**config.mk**
```make
export PLATFORM = sky130hd
export DESIGN_NAME = fifo_ram
export DESIGN_NICKNAME = d
export VERILOG_FILES = /design/src/rtl/fifo_ram_pkg.sv /design/src/rtl/fifo_ram_mem.sv /design/src/rtl/fifo_ram.sv
export SDC_FILE = /design/constraint.sdc
export NUM_CORES = 1
export LEC_CHECK = 0
export BUFFER_PORTS_ARGS = -buffer_cell sky130_fd_sc_hd__buf_2
export CELL_PAD_IN_SITES_DETAIL_PLACEMENT = 1
export CELL_PAD_IN_SITES_GLOBAL_PLACEMENT = 1
export CORE_MARGIN = 3
export CORE_UTILIZATION = 40
export CTS_CLUSTER_SIZE = 16
export DETAILED_ROUTE_END_ITERATION = 6
export PLACE_DENSITY = 0.71
export SKIP_LAST_GASP = 1
export SYNTH_ARGS = -nofsm -noshare
export SYNTH_HDL_FRONTEND = slang
export SYNTH_HIERARCHICAL = 1
export SYNTH_SLANG_ARGS = --single-unit
```
**constraint.sdc**
```tcl
create_clock -name Clock -period 4.2 [get_ports Clock]
set_input_delay 0 -clock Clock [delete_from_list [all_inputs] [get_ports Clock]]
set_output_delay 0 -clock Clock [all_outputs]
set_load 0.02 [all_outputs]
```
**src/rtl/fifo_ram_pkg.sv**
```systemverilog
// Shared sizing helpers for the handshake FIFOs (fifo_ram, fifo_register and friends).
package fifo_ram_pkg;

    function automatic int unsigned clog2(input int unsigned value);
        int unsigned bits;
        bits = 0;
        while ((64'd1 << bits) < 64'(value)) begin
            bits = bits + 1;
        end
        return bits;
    endfunction

    // Occupancy must represent 0..depth inclusive.
    function automatic int unsigned count_bits(input int unsigned depth);
        return clog2(depth + 1);
    endfunction

    function automatic int unsigned ptr_bits(input int unsigned depth);
        return (depth > 1) ? clog2(depth) : 1;
    endfunction

    localparam int unsigned FIFO_DEFAULT_WIDTH     = 32;
    localparam int unsigned FIFO_DEFAULT_BUFFERING = 16;
    localparam int unsigned FIFO_DEFAULT_COUNT_W   = count_bits(FIFO_DEFAULT_BUFFERING);
    localparam int unsigned FIFO_DEFAULT_PTR_W     = ptr_bits(FIFO_DEFAULT_BUFFERING);

endpackage

```
**src/rtl/fifo_ram_mem.sv**
```systemverilog
// Simple dual-port RAM: one synchronous write port, one registered read port (read-old-data).
module fifo_ram_mem
    import fifo_ram_pkg::*;
#(
    parameter int unsigned Width = FIFO_DEFAULT_WIDTH,
    parameter int unsigned Depth = FIFO_DEFAULT_BUFFERING,
    parameter int unsigned AddrW = ptr_bits(Depth)
) (
    input  logic             clk,
    input  logic             wr_en,
    input  logic [AddrW-1:0] wr_addr,
    input  logic [Width-1:0] wr_data,
    input  logic [AddrW-1:0] rd_addr,
    output logic [Width-1:0] rd_data
);

    logic [Width-1:0] mem_q [Depth];
    logic [Width-1:0] rd_data_q;

    always_ff @(posedge clk) begin
        if (wr_en) begin
            mem_q[wr_addr] <= wr_data;
        end
        rd_data_q <= mem_q[rd_addr];
    end

    assign rd_data = rd_data_q;

endmodule

```
**src/rtl/fifo_ram.sv**
```systemverilog
// RAM-backed first-word-fall-through FIFO with valid/ready on both sides.
// Define FIFO_RAM_ASSERT_EN to compile in simulation-only protocol checks.
module fifo_ram
    import fifo_ram_pkg::*;
#(
    parameter int unsigned Width     = FIFO_DEFAULT_WIDTH,
    parameter int unsigned Buffering = FIFO_DEFAULT_BUFFERING
) (
    input  logic             Clock,
    input  logic             Reset,
    input  logic [Width-1:0] InData,
    input  logic             InValid,
    output logic             InAccept,
    output logic [Width-1:0] OutData,
    output logic             OutSend,
    input  logic             OutReady
);

    localparam int unsigned PtrW   = ptr_bits(Buffering);
    localparam int unsigned CountW = count_bits(Buffering);
    localparam logic [PtrW-1:0]   PtrLast   = PtrW'(Buffering - 1);
    localparam logic [CountW-1:0] CountFull = CountW'(Buffering);

    logic [PtrW-1:0]   wr_ptr_q, wr_ptr_d;
    logic [PtrW-1:0]   rd_ptr_q, rd_ptr_d;
    logic [CountW-1:0] count_q, count_d;
    logic              out_valid_q, out_valid_d;
    logic              bypass_sel_q, bypass_sel_d;
    logic [Width-1:0]  bypass_data_q, bypass_data_d;
    logic [Width-1:0]  ram_rd_data;
    logic              write, read;

    assign InAccept = !Reset && (count_q < CountFull);
    assign write    = InValid && InAccept;
    assign read     = out_valid_q && OutReady;

    // The RAM always reads the next head; the bypass covers a head written on the same edge.
    always_comb begin
        wr_ptr_d      = wr_ptr_q;
        rd_ptr_d      = rd_ptr_q;
        count_d       = count_q;
        bypass_data_d = bypass_data_q;
        bypass_sel_d  = 1'b0;

        if (write) begin
            wr_ptr_d      = (wr_ptr_q == PtrLast) ? '0 : wr_ptr_q + PtrW'(1);
            bypass_data_d = InData;
            bypass_sel_d  = (count_q == CountW'(read));
        end
        if (read) begin
            rd_ptr_d = (rd_ptr_q == PtrLast) ? '0 : rd_ptr_q + PtrW'(1);
        end

        if (write && !read) begin
            count_d = count_q + CountW'(1);
        end else if (!write && read) begin
            count_d = count_q - CountW'(1);
        end

        out_valid_d = (count_d != '0);
    end

    always_ff @(posedge Clock or posedge Reset) begin
        if (Reset) begin
            wr_ptr_q     <= '0;
            rd_ptr_q     <= '0;
            count_q      <= '0;
            out_valid_q  <= 1'b0;
            bypass_sel_q <= 1'b0;
        end else begin
            wr_ptr_q     <= wr_ptr_d;
            rd_ptr_q     <= rd_ptr_d;
            count_q      <= count_d;
            out_valid_q  <= out_valid_d;
            bypass_sel_q <= bypass_sel_d;
        end
    end

    always_ff @(posedge Clock) begin
        bypass_data_q <= bypass_data_d;
    end

    fifo_ram_mem #(
        .Width (Width),
        .Depth (Buffering),
        .AddrW (PtrW)
    ) u_mem (
        .clk     (Clock),
        .wr_en   (write),
        .wr_addr (wr_ptr_q),
        .wr_data (InData),
        .rd_addr (rd_ptr_d),
        .rd_data (ram_rd_data)
    );

    assign OutSend = out_valid_q;
    assign OutData = bypass_sel_q ? bypass_data_q : ram_rd_data;

`ifdef FIFO_RAM_ASSERT_EN
    logic             chk_in_stall_q;
    logic             chk_out_stall_q;
    logic [Width-1:0] chk_in_data_q;
    logic [Width-1:0] chk_out_data_q;

    always @(posedge Clock) begin
        if (!Reset) begin
            if (chk_in_stall_q && InValid && (InData != chk_in_data_q)) begin
                $display("fifo_ram: InData changed while InValid held without InAccept");
                $finish;
            end
            if (count_q > CountFull) begin
                $display("fifo_ram: occupancy %0d exceeds capacity %0d", count_q, Buffering);
                $finish;
            end
            if (chk_out_stall_q && (OutData != chk_out_data_q)) begin
                $display("fifo_ram: OutData changed while stalled");
                $finish;
            end
        end
        chk_in_stall_q  <= !Reset && InValid && !InAccept;
        chk_out_stall_q <= !Reset && OutSend && !OutReady;
        chk_in_data_q   <= InData;
        chk_out_data_q  <= OutData;
    end
`else
    // No checking logic in this build.
`endif

endmodule

```
==> results of run 1 <==
==> worst max-delay path by stage <==
stage	start	endpoint	slack [ns]	depth (start not counted)
after floorplan	count_q[4]	u_mem/mem_q[4][0]	0.04	6
after global placement	rd_ptr_q[0]	u_mem/rd_data[21]	1.21	7
after detailed placement	rd_ptr_q[0]	u_mem/rd_data[4]	1.12	7
after CTS	rd_ptr_q[0]	u_mem/rd_data[4]	1.13	7
after global routing	rd_ptr_q[0]	u_mem/rd_data[0]	0.91	7
final	rd_ptr_q[0]	u_mem/rd_data[4]	1.15	7
==> critical path: cells and delay by family, from the launching register on <==
kind	cells	cell delay, ns
muxes	1	0.55
adders and majority gates	1	0.26
DFF	1	0.43
and+or+nand+nor	1	0.11
AOI/OAI and AO/OA	3	1.16
buffers and inverters	1	0.35
==> cell usage after synthesis (3+ instances only) <==
master / count
sky130_fd_sc_hd__edfxtp_1: 544
sky130_fd_sc_hd__mux4_2: 128
sky130_fd_sc_hd__a22oi_1: 64
sky130_fd_sc_hd__nand2_1: 47
sky130_fd_sc_hd__dfxtp_1: 32
sky130_fd_sc_hd__mux2_1: 30
sky130_fd_sc_hd__clkbuf_1: 18
sky130_fd_sc_hd__nor2_1: 16
sky130_fd_sc_hd__dfrtp_1: 15
sky130_fd_sc_hd__buf_1: 12
sky130_fd_sc_hd__buf_4: 12
sky130_fd_sc_hd__buf_2: 5
sky130_fd_sc_hd__nor3_1: 5
sky130_fd_sc_hd__xnor2_1: 5
sky130_fd_sc_hd__ha_1: 4
sky130_fd_sc_hd__nand4_1: 4
sky130_fd_sc_hd__o21ai_1: 4
sky130_fd_sc_hd__buf_6: 3
sky130_fd_sc_hd__inv_1: 3
==> routing by layer <==
layer / vias up / routed length [um] / share of wire, %
met5: - / 13 / 0.025
met4: 2 / 1070 / 2.0
met3: 78 / 2840 / 5.4
met2: 331 / 26700 / 51
met1: 5728 / 21700 / 42
li1: 4466 / - / -
==> kinds of logic after synthesis <==
group | synth area share (%)
XOR/XNOR | 0.199
adder cells (fa/ha/maj) | 0.227
AND/OR/NAND/NOR | 1.95
buffers and inverters | 1.28
multiplexers | 14.8
AO/OA/AOI/OAI | 2.76
flip-flops | 78.8
==> layout by cell type (no fill, tap or decap), types with 5 or more instances in the layout <==
master and n:
sky130_fd_sc_hd__a22oi_1 64, sky130_fd_sc_hd__buf_12 12, sky130_fd_sc_hd__buf_2 69, sky130_fd_sc_hd__buf_4 30, sky130_fd_sc_hd__bufinv_16 7, sky130_fd_sc_hd__clkbuf_1 15, sky130_fd_sc_hd__clkbuf_16 58, sky130_fd_sc_hd__clkbuf_8 11
sky130_fd_sc_hd__clkinv_2 7, sky130_fd_sc_hd__dfrtp_1 14, sky130_fd_sc_hd__dfxtp_1 32, sky130_fd_sc_hd__dlygate4sd3_1 34, sky130_fd_sc_hd__edfxtp_1 544, sky130_fd_sc_hd__mux2_1 30, sky130_fd_sc_hd__mux4_2 128, sky130_fd_sc_hd__nand2_1 46
sky130_fd_sc_hd__nor2_4 13, sky130_fd_sc_hd__xnor2_1 5
==> where the power goes <==
group | internal, mW | switching (mW) | total (mW)
Combinational | 2.15 | 2.71 | 4.86
Clock | 3.17 | 2.15 | 5.32
Sequential | 6.89 | 0.241 | 7.14
Total | 12.2 | 5.10 | 17.3
==> through the flow <==
| step | cell area [um^2] | hold slack, ns | power [mW] | util [%] |
|---|---|---|---|---|
| after floorplan | 22000 | -0.0985 | 10.6 | - |
| after global placement | 23600 | 0.148 | 12.0 | 43.6 |
| after detailed placement | 23600 | 0.153 | 12.1 | 43.6 |
| after CTS | 25900 | 0.0730 | 17.5 | 47.9 |
| after global routing | 25900 | 0.135 | 18.1 | 47.9 |
| final | 25900 | 0.0587 | 17.3 | 47.9 |
==> final cells by class <==
class                           count  area (um^2)
Tap cell                          696          871
Multi-Input combinational cell    345         4540
Timing Repair Buffer              145         1150
Fill cell                        4792        28200
Sequential cell                   591        17400
Inverter                            4         20.0
Clock inverter                     23          312
Clock buffer                       84         1660
==> state kept, by name, indices dropped and copies added (netlist names) <==
signal         count
u_mem/mem_q      512
bypass_data_q     32
u_mem/rd_data     32
count_q            5
rd_ptr_q           4
wr_ptr_q           4
OutSend            1
bypass_sel_q       1
==> metrics.md, run 1 <==
| Metric | Value |
|---|---|
| Final TNS setup | 0 ns |
| Count of state elements after synthesis | just under 600 |
| Row count | 85 |
| Final worst-path cycle share | between 70 and 80% |
| Via count | approximately 11000 |
| Fraction of layout cells with a size suffix above 1 | approximately 30% |
| Gate count of the mapped netlist | 990 |
| Setup skew after layout | about 0.019 ns |
| Peak Freq | between 300 and 400 MHz |
| Hold-fix buffers at CTS | 34 |
| Cell-by-cell trace of the critical path | ha_1, a311oi_1, a21o_4, buf_12, mux4_2, a22oi_1, nand2_1 |
| Global route total overflow | 0 |
| DRT Wirelength | 52.3 mm |
| Outcome | finished, final reports clean |
| Share of flip-flops with an asynchronous set or reset | ~2.5% |
| Clock tree from TritonCTS | yes |
| Quantity of gates resized following cts | 0 |
| Met3 capacity usage during global routing | about 2.9% |
| Total number of clock tree sinks | a little under 600 |
| Cell at the slowest stage of the critical path | sky130_fd_sc_hd__a21o_4 |
| Register-to-register setup slack | between 1 and 1.5 ns |
| Post-synth EDFFs | between 500 and 600 |
| Clock tree root driver cell | sky130_fd_sc_hd__clkbuf_16 |
| Worst slack after detailed placement | 1.12 ns |
| VDD IR-drop max | between 0.0003 and 0.0004 V |
| Critical setup path kind | reg -> reg |
| Area of the die | slightly below 0.06 mm^2 |
| Detailed-route wire length per cell | 27.7 um |
| Netlist Area Pre-Place | 0.0220 mm^2 |
| Most common flop cell mapped by yosys | sky130_fd_sc_hd__edfxtp_1 |
| Crit path max fanout | 32 |
| Yosys warning count | 6 |
| Final cell count without fillers | about 1900 |
| Post-CTS setup buffer count | 0 |
| CP required | roughly 4.7 ns |
| Slew at the pin closest to its max-slew limit | 0.887 ns |
| Net count after synthesis | 1030 |
| Final period demand of the worst path | 3.05 ns |
| Clk pin slew, worst setup/hold paths | 0.06 ns |
| RR Endpoint | u_mem/rd_data[4] |
| Setup repair after global routing missed its margin | false |
| Final setup vio count | 0 |
| Launching point of the worst reg2reg path | rd_ptr_q[0] |
| Sequential share of the synthesized area | 78.8% |
| Most Crowded Layer GR | met2 |
| Largest net degree at the start of global routing | 57 |
| Leakage power of the design | ~8.4 nW |
| Share of the synthesized area in the top cell type | 74.2% |
| Critical path's largest stage delay | slightly below 0.6 ns |
| Area growth from synthesis to layout | 17.7% |
| Depth of the worst register-to-register path | 7 |
| Number of remaining DRC errors | 0 |
| Number of distinct library cells after synthesis | 46 |
| First-pass detailed-route iteration total | 5 |
| Number of global-route vias before repair | around 12000 |
| Die extent in x | between 200 and 250 um |
| Grt met2 use | 31.3% |
| Total placed cells including tap cells | between 1500 and 2000 |
| Final number of hold-violating endpoints | 0 |
| Detailed router's first-iteration violation count | around 1000 |
| Source-to-sink clock delay at the later pin of the worst-skew pair | between 0.6 and 0.7 ns |
| Number of antenna violations at the first check in global routing | 1 |
| Sort of element at the end of the critical path | flip-flop |
| Initial cell density of the core | between 40% and 50% |
| Top cells by area, synth | sky130_fd_sc_hd__edfxtp_1, sky130_fd_sc_hd__mux4_2, sky130_fd_sc_hd__dfxtp_1, sky130_fd_sc_hd__a22oi_1, sky130_fd_sc_hd__dfrtp_1 |
| Inserted Diodes | 0 |
| RePlAce Congestion | between 0.7 and 0.8 |
| Std-Cell Core Area | roughly 0.054 mm^2 |
| First-pass GRT wire length | slightly below 80 mm |
| Overall Global Routing Usage | a little under a fifth |
| Chip height | 241 um |
| Number of nets with antenna violations after routing | 0 |
| Final number of max-transition violations | 0 |
| Total number of nets in the final design | 1184 |
| I/O pins | 70 |
| Number of violations of the max-capacitance limit | 0 |
| PD cells | 668 mW/mm^2 |
| Tightest Hold Check Type | in -> async |
| Critical path data arrival time | around 3.5 ns |
| Buffers on Ports | roughly 70 |
| Global routing usage on met1 | 25.4% |
| Top cell type by total area after synthesis | sky130_fd_sc_hd__edfxtp_1 |
| HPWL reported at the end of detailed placement | 29.3 mm |
| Post-DR vias/cell | 5.62 |
| Launching element type of the critical path | flip-flop |
| Post-layout worst setup margin | around 1.2 ns |
| Slew Limit Headroom | approximately 40% |
| Max clock buf depth | 3 |
| Number of buffers inserted during clock tree synthesis | 57 |
| Mean area per synthesized cell | between 20 and 25 um^2 |
| Number of levels the H-tree was split into | 2 |
No activity file was read; power rests on OpenSTA's default activity.
==> run 2: changes to the inputs <==
- PLACE_DENSITY: 0.71 -> 0.69
- clock period: 4.2 -> 3 ns (I/O delays scaled with it)
==> run 2 against run 1 <==
Non-clock buffer count up 19. First-iteration DRC count decreased by 18%. Core utilization is 0.35 points higher. Highest routed layer is now met4.
==> metrics.md, run 2 (synthesis results as in run 1) <==
| Metric | Value |
|---|---|
| Combined buffer and inverter count along the critical path | 1 (unchanged) |
| Most frequent standard cell in the layout excluding fill and tap cells | sky130_fd_sc_hd__edfxtp_1 |
| Crit path max fanout | 56 (+75%) |
| First-pass detailed-route iteration total | 5 (unchanged) |
| Outcome | finished, final reports clean |
| Net switching share of the total power | 29.8% (+0.36 points) |
| Register with the most flip-flops | u_mem/mem_q |
| Clock tree from TritonCTS | yes |
| Number of flip-flops in the largest register | 512 (unchanged) |
| Number of buffers inserted during clock tree synthesis | 59 (+3.5%) |
| Clock tree root driver cell | sky130_fd_sc_hd__clkbuf_16 |
| Number of nets with antenna violations after routing | 0 (unchanged) |
| Area growth from synthesis to layout | 18.5% |
| Initial cell density of the core | 40.7% (unchanged) |
| Net switching power | 7.29 mW (+43%) |
| PD cells | 936 mW/mm^2 (+40%) |
| Max clock buf depth | 3 (unchanged) |
| Critical path's largest stage delay | 0.59 ns (about the same) |
| Kind of cell adding the most delay to the critical path | compound AO/OA/AOI/OAI gates |
| Global route total overflow | 0 (unchanged) |
| Total number of clock tree sinks | 591 (unchanged) |
| Post-CTS setup buffer count | 0 (unchanged) |
| Final period demand of the worst path | 2.73 ns (-0.314 ns) |
| Total number of nets in the final design | 1205 (+1.8%) |
| VDD IR-drop max | 0.000528 V (+51%) |
| Buffers on Ports | 69 (unchanged) |
| Overall power of the completed layout | 24.4 mW (+41%) |
| RePlAce Congestion | 0.729 (+1.6%) |
| Core occupancy in the finished layout | 48.2% (+0.35 points) |
| Sequential share of power | 40.7% (-0.5 points) |
| HPWL reported at the end of detailed placement | 29.8 mm (+1.8%) |
| Critical path data arrival time | 3.21 ns (-0.31 ns) |
| Number of antenna violations at the first check in global routing | 1 (unchanged) |
| Depth of the worst register-to-register path | 7 (unchanged) |
| Setup skew after layout | 0.0205 ns (+0.00133 ns) |
| Tightest Hold Check Type | in -> async |
| Leakage power of the design | 8.51 nW (+1.5%) |
| Detailed-route wire length per cell | 27.6 um (-0.28%) |
| RR Endpoint | u_mem/rd_data[17] |
| Cell at the slowest stage of the critical path | sky130_fd_sc_hd__mux4_2 |
| Area of the die | 0.0579 mm^2 (unchanged) |
| DRT Wirelength | 52.8 mm (+0.89%) |
| Launching element type of the critical path | flip-flop |
| Launching point of the worst reg2reg path | rd_ptr_q[0] |
| Sort of element at the end of the critical path | flip-flop |
| Fraction of layout cells with a size suffix above 1 | 31.1% (+1.0 points) |
| Post-DR vias/cell | 5.62 (about the same) |
| Source-to-sink clock delay at the later pin of the worst-skew pair | 0.62 ns (about the same) |
| CP required | 3.48 ns (-1.20 ns) |
| Final worst-path cycle share | 91.1% (+19 points) |
| Slew at the pin closest to its max-slew limit | 0.801 ns (-0.0858 ns) |
| Clock group share of total power | 30.1% (-0.6 points) |
| Critical setup path kind | reg -> reg |
| Fillers | 4831 (+0.81%) |
| Final number of max-transition violations | 0 (unchanged) |
| Top library cells by usage in the layout, fill and taps aside | sky130_fd_sc_hd__edfxtp_1, sky130_fd_sc_hd__mux4_2, sky130_fd_sc_hd__buf_2 |
| Cell-by-cell trace of the critical path | ha_1, a311oi_1, a21o_4, buf_12, mux4_2, a22oi_1, nand2_1 |
| Final TNS setup | 0 ns (unchanged) |
| Chip height | 241 um (unchanged) |
| Die extent in x | 241 um (unchanged) |
| First-pass GRT wire length | 78.1 mm (about the same) |
| Number of violations of the max-capacitance limit | 0 (unchanged) |
| Number of remaining DRC errors | 0 (unchanged) |
| Peak Freq | 366 MHz (+11%) |
| Area taken by flip-flops and latches | 0.0174 mm^2 (unchanged) |
| Minimum hold slack | 0.0511 ns (-0.00758 ns) |
| Int Pwr | 17.1 mW (+40%) |
| Final setup vio count | 0 (unchanged) |
| I/O pins | 70 (unchanged) |
| Clk pin slew, worst setup/hold paths | 0.06 ns (about the same) |
| Setup repair after global routing missed its margin | false |
| Std-Cell Core Area | 0.0541 mm^2 (unchanged) |
| Multi-input gate area | 0.00456 mm^2 (+0.41%) |
| Combinational share of power | 29.3% (+1.2 points) |
| Final number of hold-violating endpoints | 0 (unchanged) |
| Via count | 10700 (+1.1%) |
| Overall Global Routing Usage | 18.7% (+0.14 points) |
| Largest net degree at the start of global routing | 57 (unchanged) |
| Detailed router's first-iteration violation count | 852 (-18%) |
| Slew Limit Headroom | 46.5% (+5.6 points) |
| Number of levels the H-tree was split into | 2 (unchanged) |
| Number of global-route vias before repair | 11400 (-1.3%) |
| Row count | 85 (unchanged) |
| Register-to-register setup slack | 0.27 ns (-0.89 ns) |
-- run 2: changes by cell type in the layout (fill, tap and decap cells not counted), moves of 4 or more --
cell / previous run / this run
sky130_fd_sc_hd__buf_4: 30 / 45
sky130_fd_sc_hd__clkinv_2: 7 / 11
sky130_fd_sc_hd__clkinv_1: 3 / 7
sky130_fd_sc_hd__buf_12: 12 / 16
-- run 2: timing repair --
action / in CTS / in global routing
endpoints found under the hold margin: 562 / 0
resized for setup: 0 / 0
hold buffers: 34 / 0
-- run 2: worst max-delay path by stage --
stage,from,to,slack [ns],cells after the start
after global placement,count_q[4],u_mem/mem_q[2][9],0.33,5
after detailed placement,rd_ptr_q[0],u_mem/rd_data[19],0.28,7
after global routing,rd_ptr_q[0],u_mem/rd_data[17],0.12,7
after floorplan,count_q[4],u_mem/mem_q[5][0],-0.16,6
after CTS,rd_ptr_q[0],u_mem/rd_data[17],0.28,7
final,rd_ptr_q[0],u_mem/rd_data[17],0.27,7
-- run 2: tightest hold or removal path, stage by stage --
cell,delay (ns)
sky130_fd_sc_hd__dlygate4sd3_1,0.54
sky130_fd_sc_hd__buf_2,0.15
sky130_fd_sc_hd__inv_1,0.46
-- run 2: layout make-up --
type | instances | share of cell area (%)
Sequential cell | 591 | 66.5
Multi-Input combinational cell | 345 | 17.5
Clock buffer | 82 | 6.37
Timing Repair Buffer | 164 | 5.15
Tap cell | 696 | 3.34
Clock inverter | 27 | 1.08
Inverter | 4 | 0.0767
Antenna cell | 1 | 0.00959
-- run 2: per-layer routing --
layer	GRT usage, %	part of all wire [%]	vias to the layer above	wire length (um)
li1	-	-	4504	-
met2	31.7	51	323	26800
met3	2.82	5.0	66	2630
met1	25.8	42	5833	22400
met4	4.19	1.8	0	965
met5	0	0	-	0
-- run 2: power by group through the flow --
| stage | clock network (mW) | registers [mW] | logic, mW |
|---|---|---|---|
| 2_1_floorplan | 0 | 10.0 | 4.79 |
| 3_3_place_gp | 0 | 10.1 | 7.05 |
| 3_5_place_dp | 0 | 10.1 | 7.19 |
| 4_1_cts | 7.52 | 9.95 | 7.27 |
| 5_1_grt | 7.85 | 9.99 | 7.73 |
| 6_report | 7.34 | 9.94 | 7.15 |
-- run 2: metrics by stage --
step | cells | worst slack (ns) | instance area (um^2)
CTS | 1909 | 0.276 | 26100
global placement | 1766 | 0.333 | 23800
detailed placement | 1766 | 0.283 | 23800
finish | 1910 | 0.266 | 26100
floorplan | 990 | -0.162 | 22100
global route | 1910 | 0.116 | 26100
==> run 3: changes to the inputs <==
- CORE_UTILIZATION: 40 -> 31
- PLACE_DENSITY: 0.69 -> 0.58
==> run 3 against run 2 <==
Worst setup slack improved by 0.073 ns. Wire length down 1.0%. Flip-flop and latch count stayed put. Largest power group unchanged. Core utilization down 11 points. Clock skew down 0.0048 ns. Critical path type unchanged. Final area up 0.73%. First-iteration DRC count down 2.8%.
==> metrics.md, run 3 (synthesis results as in run 1) <==
| Metric | Value |
|---|---|
| Initial cell density of the core | 31.4% (-9.3 points) |
| CP required | 3.49 ns (about the same) |
| Total number of clock tree sinks | 591 (unchanged) |
| Final setup vio count | 0 (unchanged) |
| Most frequent standard cell in the layout excluding fill and tap cells | sky130_fd_sc_hd__edfxtp_1 |
| Cell-by-cell trace of the critical path | ha_1, a311oi_1, a21o_4, buf_12, mux4_2, a22oi_1, nand2_1 |
| Hold-fix buffers at CTS | 34 (unchanged) |
| RePlAce Congestion | 0.693 (-4.9%) |
| Clock tree from TritonCTS | yes |
| Number of nets with antenna violations after routing | 0 (unchanged) |
| Tightest Hold Check Type | in -> async |
| Chip height | 273 um (+13%) |
| Setup skew after layout | 0.0156 ns (-0.00483 ns) |
| Post-CTS setup buffer count | 0 (unchanged) |
| Slew Limit Headroom | 54.1% (+7.6 points) |
| Number of remaining DRC errors | 0 (unchanged) |
| Final number of max-transition violations | 0 (unchanged) |
| Register with the most flip-flops | u_mem/mem_q |
| Fraction of layout cells with a size suffix above 1 | 30.5% (-0.60 points) |
| Area growth from synthesis to layout | 19.4% |
| Clk pin slew, worst setup/hold paths | 0.06 ns (about the same) |
| Number of antenna violations at the first check in global routing | 1 (unchanged) |
| Slew at the pin closest to its max-slew limit | 0.689 ns (-0.112 ns) |
| Overall power of the completed layout | 24.2 mW (-1.1%) |
| Number of buffers inserted during clock tree synthesis | 57 (-3.4%) |
| Number of flip-flops in the largest register | 512 (unchanged) |
| Post-DR vias/cell | 4.87 (-13%) |
| Crit path max fanout | 36 (-36%) |
| VDD IR-drop max | 0.000523 V (-1.1%) |
| Critical path data arrival time | 3.15 ns (-0.06 ns) |
| I/O pins | 70 (unchanged) |
| Buffers on Ports | 69 (unchanged) |
| Final number of hold-violating endpoints | 0 (unchanged) |
| Final worst-path cycle share | 88.7% (-2.4 points) |
| Core occupancy in the finished layout | 37.5% (-11 points) |
| Global route total overflow | 0 (unchanged) |
| Fillers | 6822 (+41%) |
| Final TNS setup | 0 ns (unchanged) |
| Kind of cell adding the most delay to the critical path | compound AO/OA/AOI/OAI gates |
| Clock tree root driver cell | sky130_fd_sc_hd__clkbuf_16 |
| Source-to-sink clock delay at the later pin of the worst-skew pair | 0.61 ns (about the same) |
| Row count | 97 (+14%) |
| Area of the die | 0.0743 mm^2 (+28%) |
| Quantity of gates resized following cts | 0 (unchanged) |
| Die extent in x | 273 um (+13%) |
| Via count | 10400 (-2.7%) |
| Number of global-route vias before repair | 11300 (-1.3%) |
| Final period demand of the worst path | 2.66 ns (-0.0728 ns) |
| Critical setup path kind | reg -> reg |
| Largest net degree at the start of global routing | 69 (+21%) |
| HPWL reported at the end of detailed placement | 29.0 mm (-2.7%) |
| DRT Wirelength | 52.2 mm (-1.0%) |
| First-pass detailed-route iteration total | 7 (+2) |
| PD cells | 919 mW/mm^2 (-1.8%) |
| Number of violations of the max-capacitance limit | 0 (unchanged) |
| Detailed router's first-iteration violation count | 828 (-2.8%) |
| Launching element type of the critical path | flip-flop |
| Sort of element at the end of the critical path | flip-flop |
| Max clock buf depth | 3 (unchanged) |
| Leakage power of the design | 8.44 nW (-0.81%) |
| Overall Global Routing Usage | 14.3% (-4.4 points) |
| First-pass GRT wire length | 77.5 mm (-0.87%) |
| Outcome | finished, final reports clean |
| Detailed-route wire length per cell | 24.4 um (-12%) |
| Total placed instance area | 0.0241 mm^2 (+1.2%) |
| Top library cells by usage in the layout, fill and taps aside | sky130_fd_sc_hd__edfxtp_1, sky130_fd_sc_hd__mux4_2, sky130_fd_sc_hd__buf_2 |
| Peak Freq | 376 MHz (+2.7%) |
| Cell at the slowest stage of the critical path | sky130_fd_sc_hd__mux4_2 |
| Total number of nets in the final design | 1198 (-0.58%) |
| Std-Cell Core Area | 0.0701 mm^2 (+30%) |
| Inserted Diodes | 0 (-1) |
| Combined buffer and inverter count along the critical path | 1 (unchanged) |
| Setup repair after global routing missed its margin | false |
| Post-layout instance area | 0.0263 mm^2 (+0.73%) |
| Number of levels the H-tree was split into | 2 (unchanged) |
| Critical path's largest stage delay | 0.55 ns (-0.04 ns) |
run 3: cell count changes in the layout (fill, tap and decap cells not counted), sizes merged:
cell | previous run | this run
clkbuf | 82 | 76
bufinv | 5 | 6
clkinvlp | 1 | 2
buf | 130 | 125
diode | 1 | 0
run 3: final timing paths:
| check | slack, ns | to | cells after the start | start |
|---|---|---|---|---|
| setup / recovery | 0.34 | u_mem/rd_data[18] | 7 | rd_ptr_q[0] |
| hold / removal | 0.06 | count_q[2] | 3 | Reset |
| setup reg to reg | 0.34 | u_mem/rd_data[18] | 7 | rd_ptr_q[0] |
| hold reg to reg | 0.57 | bypass_sel_q | 1 | count_q[3] |
| max in group asynchronous | 2.48 | bypass_sel_q | 3 | Reset |
| min in group Clock | 0.09 | wr_ptr_q[1] | 5 | InValid |
run 3: metal layers:
layer / part of all wire [%] / vias to the layer above / track usage, %
li1: - / 4493 / -
met1: 43 / 5672 / 18.8
met2: 51 / 205 / 24.8
met3: 4.3 / 66 / 2.42
met4: 1.7 / 2 / 3.23
met5: 0.013 / - / 0
run 3: layout make-up:
class	count	area [um^2]	share of cell area (%)
well taps	940	1180	4.47
repair buffers	159	1320	5.02
inverters	4	20.0	0.0762
multi-input cells	345	4560	17.3
clock inverters	29	310	1.18
flip-flops and latches	591	17400	66.0
clock buffers	76	1550	5.89
run 3: worst register-to-register path: stages (launching register included):
cell and delay [ns]:
sky130_fd_sc_hd__dfrtp_1 0.44, sky130_fd_sc_hd__ha_1 0.26, sky130_fd_sc_hd__a311oi_1 0.34, sky130_fd_sc_hd__a21o_4 0.27, sky130_fd_sc_hd__buf_12 0.34, sky130_fd_sc_hd__mux4_2 0.58
sky130_fd_sc_hd__a22oi_1 0.25, sky130_fd_sc_hd__nand2_1 0.08
run 3: power by group:
| part | internal [mW] | switching (mW) |
|---|---|---|
| logic | 3.24 | 3.79 |
| registers | 9.65 | 0.345 |
| clock network | 4.14 | 3.00 |
| total | 17.0 | 7.13 |
run 3: per-stage QoR:
step | hold slack [ns] | worst slack (ns) | std cells
2_1_floorplan | -0.0985 | -0.162 | 990
3_3_place_gp | 0.150 | 0.359 | 2005
3_5_place_dp | 0.168 | 0.313 | 2005
4_1_cts | 0.0604 | 0.295 | 2144
5_1_grt | 0.126 | 0.132 | 2144
6_report | 0.0609 | 0.338 | 2144
